`src/rtl/bus_arbiter.sv`:
```
// Two-requester round-robin arbiter driving a simple single-cycle memory bus.
// Writes occupy one ISSUE cycle; reads add a CAPTURE cycle and return data on read_valid_i.
module bus_arbiter #(
   parameter int unsigned ADDRESS_WIDTH = 8,
   parameter int unsigned DATA_WIDTH    = 8
) (
   input  logic                     clock,
   input  logic                     reset,

   input  logic                     request_0,
   input  logic [ADDRESS_WIDTH-1:0] address_0,
   input  logic                     write_enable_0,
   input  logic [DATA_WIDTH-1:0]    write_data_0,
   output logic                     grant_0,
   output logic                     read_valid_0,
   output logic [DATA_WIDTH-1:0]    read_data_0,

   input  logic                     request_1,
   input  logic [ADDRESS_WIDTH-1:0] address_1,
   input  logic                     write_enable_1,
   input  logic [DATA_WIDTH-1:0]    write_data_1,
   output logic                     grant_1,
   output logic                     read_valid_1,
   output logic [DATA_WIDTH-1:0]    read_data_1,

   output logic [ADDRESS_WIDTH-1:0] address,
   output logic                     write_enable,
   output logic [DATA_WIDTH-1:0]    write_data,
   input  logic [DATA_WIDTH-1:0]    read_data,
   output logic                     busy
);

   typedef enum logic [1:0] {IDLE, ISSUE, CAPTURE} state_t;

   state_t state;
   logic   last_granted;
   logic   winner;
   logic   pick;

   // Contention goes to whoever did not win last; otherwise the sole requester wins.
   assign pick = (request_0 && request_1) ? ~last_granted : request_1;

   always_ff @(posedge clock) begin
      if (reset) begin
         state        <= IDLE;
         last_granted <= 1'b1;
         winner       <= 1'b0;
         grant_0      <= 1'b0;
         grant_1      <= 1'b0;
         read_valid_0 <= 1'b0;
         read_valid_1 <= 1'b0;
         read_data_0  <= '0;
         read_data_1  <= '0;
         address      <= '0;
         write_enable <= 1'b0;
         write_data   <= '0;
         busy         <= 1'b0;
      end else begin
         grant_0      <= 1'b0;
         grant_1      <= 1'b0;
         read_valid_0 <= 1'b0;
         read_valid_1 <= 1'b0;
         unique case (state)
            IDLE: begin
               if (request_0 || request_1) begin
                  winner       <= pick;
                  last_granted <= pick;
                  grant_0      <= ~pick;
                  grant_1      <= pick;
                  address      <= pick ? address_1      : address_0;
                  write_enable <= pick ? write_enable_1 : write_enable_0;
                  write_data   <= pick ? write_data_1   : write_data_0;
                  busy         <= 1'b1;
                  state        <= ISSUE;
               end else begin
                  address      <= '0;
                  write_enable <= 1'b0;
                  write_data   <= '0;
                  busy         <= 1'b0;
               end
            end
            ISSUE: begin
               // write_enable still holds the latched write flag here
               write_enable <= 1'b0;
               write_data   <= '0;
               if (write_enable) begin
                  address <= '0;
                  busy    <= 1'b0;
                  state   <= IDLE;
               end else begin
                  state   <= CAPTURE;
               end
            end
            CAPTURE: begin
               if (winner) begin
                  read_data_1  <= read_data;
                  read_valid_1 <= 1'b1;
               end else begin
                  read_data_0  <= read_data;
                  read_valid_0 <= 1'b1;
               end
               address <= '0;
               busy    <= 1'b0;
               state   <= IDLE;
            end
            default: state <= IDLE;
         endcase
      end
   end

endmodule

```
`config.mk`:
```
export PLATFORM = sky130hd
export DESIGN_NAME = bus_arbiter
export DESIGN_NICKNAME = d
export VERILOG_FILES = /design/src/rtl/bus_arbiter.sv
export SDC_FILE = /design/constraint.sdc
export NUM_CORES = 1
export LEC_CHECK = 0
export ABC_CLOCK_PERIOD_IN_PS = 3200
export CORE_MARGIN = 2
export CORE_UTILIZATION = 44
export CTS_BUF_LIST = sky130_fd_sc_hd__clkbuf_2 sky130_fd_sc_hd__clkbuf_4 sky130_fd_sc_hd__clkbuf_8
export DETAILED_ROUTE_END_ITERATION = 10
export PLACE_DENSITY = 0.95
export SLEW_MARGIN = 10
export SYNTH_ARGS = -nofsm -noshare
export SYNTH_HDL_FRONTEND = slang
export SYNTH_SLANG_ARGS = --single-unit
```
`constraint.sdc`:
```
create_clock -name clock -period 3.2 [get_ports clock]
set_input_delay 0.64 -clock clock [delete_from_list [all_inputs] [get_ports clock]]
set_output_delay 0.64 -clock clock [all_outputs]
set_load 0.01 [all_outputs]
```
==> impl_metrics.py <==
metrics = {
    "outcome": {
        "status": "finished clean",
    },
    "sta": {
        "fin_skew_ps": 7.248,
        "max-slew-margin-rel_pct": 63.91,
        "fin_hold_ws_ps": 449.3,
        "tns_ps": 0,
        "hold_viol": 0,
        "rsz0062_at_grt": "no",
        "fmax_mhz": 521.9,
        "setup_viol": 0,
        "worst_slew_pin_slew_ps": 540.3,
        "finalCritPeriodShare_pct": 59.88,
        "final_max_slew_viol_count": 0,
        "fin_crit_ps": 1916,
    },
    "global_routing": {
        "grt-ovfl-total": 0,
        "antenna_found_initial": 0,
        "grt_max_degree": 23,
        "grt_pass1_vias": 1535,
        "grt_use_total_pct": 21.38,
        "grt_pass1_wl_um": 6962,
    },
    "routing": {
        "antenna_left": 0,
        "drt_first_iter_violations": 108,
        "dr.pass1.iters": 4,
        "route.detailed.drc": 0,
        "wl_per_cell_um": 13.54,
        "via_count": 1527,
        "vias_per_cell": 4.942,
        "wirelength_um": 4183,
    },
    "logic_synthesis": {
        "ys_types": 29,
        "synthCells": 180,
        "synth-seq-cells": 42,
        "synthTopCellsByCount": "42 x dfxtp_1, 34 x nand2_1, 19 x a21oi_1",
        "yosys.area.top_type": "dfxtp_1",
        "synth_top_area_share_pct": 49.93,
        "synth.most_common_cell": "dfxtp_1",
        "yosys_warnings": 0,
        "async_reset_ff_share_pct": 0,
        "synth_area_mm2": 0.001684,
        "syn_nets": 230,
        "synth_area_leaders": "dfxtp_1 50%, mux2i_1 11%, nand2_1 7.6%",
        "synth-edff-count": 0,
        "synth_ff_type": "dfxtp_1",
        "avgSynthCellArea_um2": 9.356,
        "yosysSeqAreaShare_pct": 49.93,
    },
    "clock_network": {
        "clk_path_buf_depth": 2,
        "clock-sinks": 42,
        "post_cts_buffers": 0,
        "clkLatencyLatePin_ps": 290,
        "cts.repair.resized": 0,
        "htree_levels": 2,
        "cts_tree": "yes",
        "cts_buffers": 5,
        "clk_pin_slew_worst_paths_ps": 80,
        "holdBufCountCts": 0,
        "root_buffer": "clkbuf_8",
    },
    "layout": {
        "syn_to_final_growth_pct": 55.65,
        "drive_above_1_share_pct": 6.130,
        "postLayoutCellArea_mm2": 0.002621,
        "diodes": 0,
        "fin_nets": 311,
        "fin_util_pct": 71.60,
    },
    "floorplan": {
        "die-area_mm2": 0.004338,
        "ios": 84,
        "die_x_um": 65.87,
        "die_h_um": 65.87,
        "rows": 22,
        "initial_core_util_pct": 46.00,
        "coreArea_mm2": 0.003661,
    },
    "pwr": {
        "p_leak_nw": 0.9522,
        "powerDensity_mw_per_mm2": 446.1,
        "ir_drop_v": 0.0002891,
    },
    "setup_path": {
        "critical_path_class": "input pin to flop",
        "cp-start-kind": "input pin",
        "reg2regPathDepth": 5,
        "worstPathArrival_ps": 2090,
        "crit_path_end_kind": "flop",
        "cp.required_ps": 3380,
        "path_max_fanout": 18,
    },
    "min_path": {
        "hold_depth": 2,
        "min_path_type": "flop to flop",
    },
    "placed_design": {
        "place_hpwl_um": 3095,
        "dpl-instance-area_mm2": 0.002537,
        "gp_congestion": 0.7848,
        "numPortBuffers": 83,
    },
    "job": {
        "drv_cap": 0,
    },
}
-- layout by cell type (no fill, tap or decap), drive strengths merged --
master and count:
clkdlybuf4s50 83, dfxtp 42, nand2 34, a21oi 19
mux2i 18, o21ai 11, nand3 8, o2bb2ai 8
clkbuf 7, nor2 5, ha 4, buf 3
inv 2, or3 2, nor3 2, nor2b 2
nand2b 2, a21boi 1, and3b 1, o21ba 1
o21bai 1, or4 1, nor3b 1, a31oi 1
or2 1, a22oi 1
-- critical path, cell delays in order --
cell,delay (ps)
clkdlybuf4s50_1,550
a21boi_2,220
buf_4,320
mux2i_1,270
o2bb2ai_1,80
-- registers in the layout (all words and copies together), names as in the netlist, 2 cells and up --
| signal | count |
|---|---|
| address | 8 |
| read_data_0 | 8 |
| write_data | 8 |
| state | 2 |
| read_data_1 | 8 |
-- layer usage --
| layer | global-route usage [%] | vias to the layer above | part of all wire [%] |
|---|---|---|---|
| met2 | 37.37 | 72 | 50 |
| met5 | 0 | - | 0 |
| li1 | - | 779 | - |
| met4 | 7.813 | 0 | 1.3 |
| met3 | 8.348 | 4 | 9.6 |
| met1 | 23.22 | 672 | 39 |
-- where the power goes --
group          switching, mW  internal [mW]  total (mW)
Clock                  0.161          0.167       0.328
Combinational          0.108          0.150       0.258
Sequential            0.0237          0.559       0.583
Total                  0.293          0.876        1.17
-- final cells by class --
cell class	count	area, um^2
inverters	2	7.507
multi-input cells	124	775.7
well taps	48	60.06
flip-flops and latches	42	840.8
clock buffers	7	83.83
repair buffers	86	853.3
fillers	289	1040
-- stage by stage --
stage               cells  total power [mW]  setup slack [ps]
floorplan             180            0.7122              1634
global placement      302            0.8443              1066
detailed placement    302            0.8505              1001
CTS                   309             1.178              1281
global route          309             1.233              1191
finish                309             1.169              1284
-- path summary, 6_finish.rpt --
check / startpoint / end / slack [ps]
worst max-delay path: request_1 / address[6] / 1280
worst min-delay path: write_data[3] / write_data[3] / 450
worst max register to register: state[0] / read_data_0[0] / 1540
worst min register to register: write_data[3] / write_data[3] / 450
-- logic make-up (layout without fill, tap and decap cells) --
group	after synthesis	in the layout	share of synthesized area (%)
AND/OR/NAND/NOR	59	59	16.79
AO/OA/AOI/OAI	43	43	15.38
flip-flops	42	42	49.93
multiplexers	18	18	10.70
buffers and inverters	14	95	4.235
adder cells (fa/ha/maj)	4	4	2.972
Note: power is estimated with default switching activity, not from simulation.
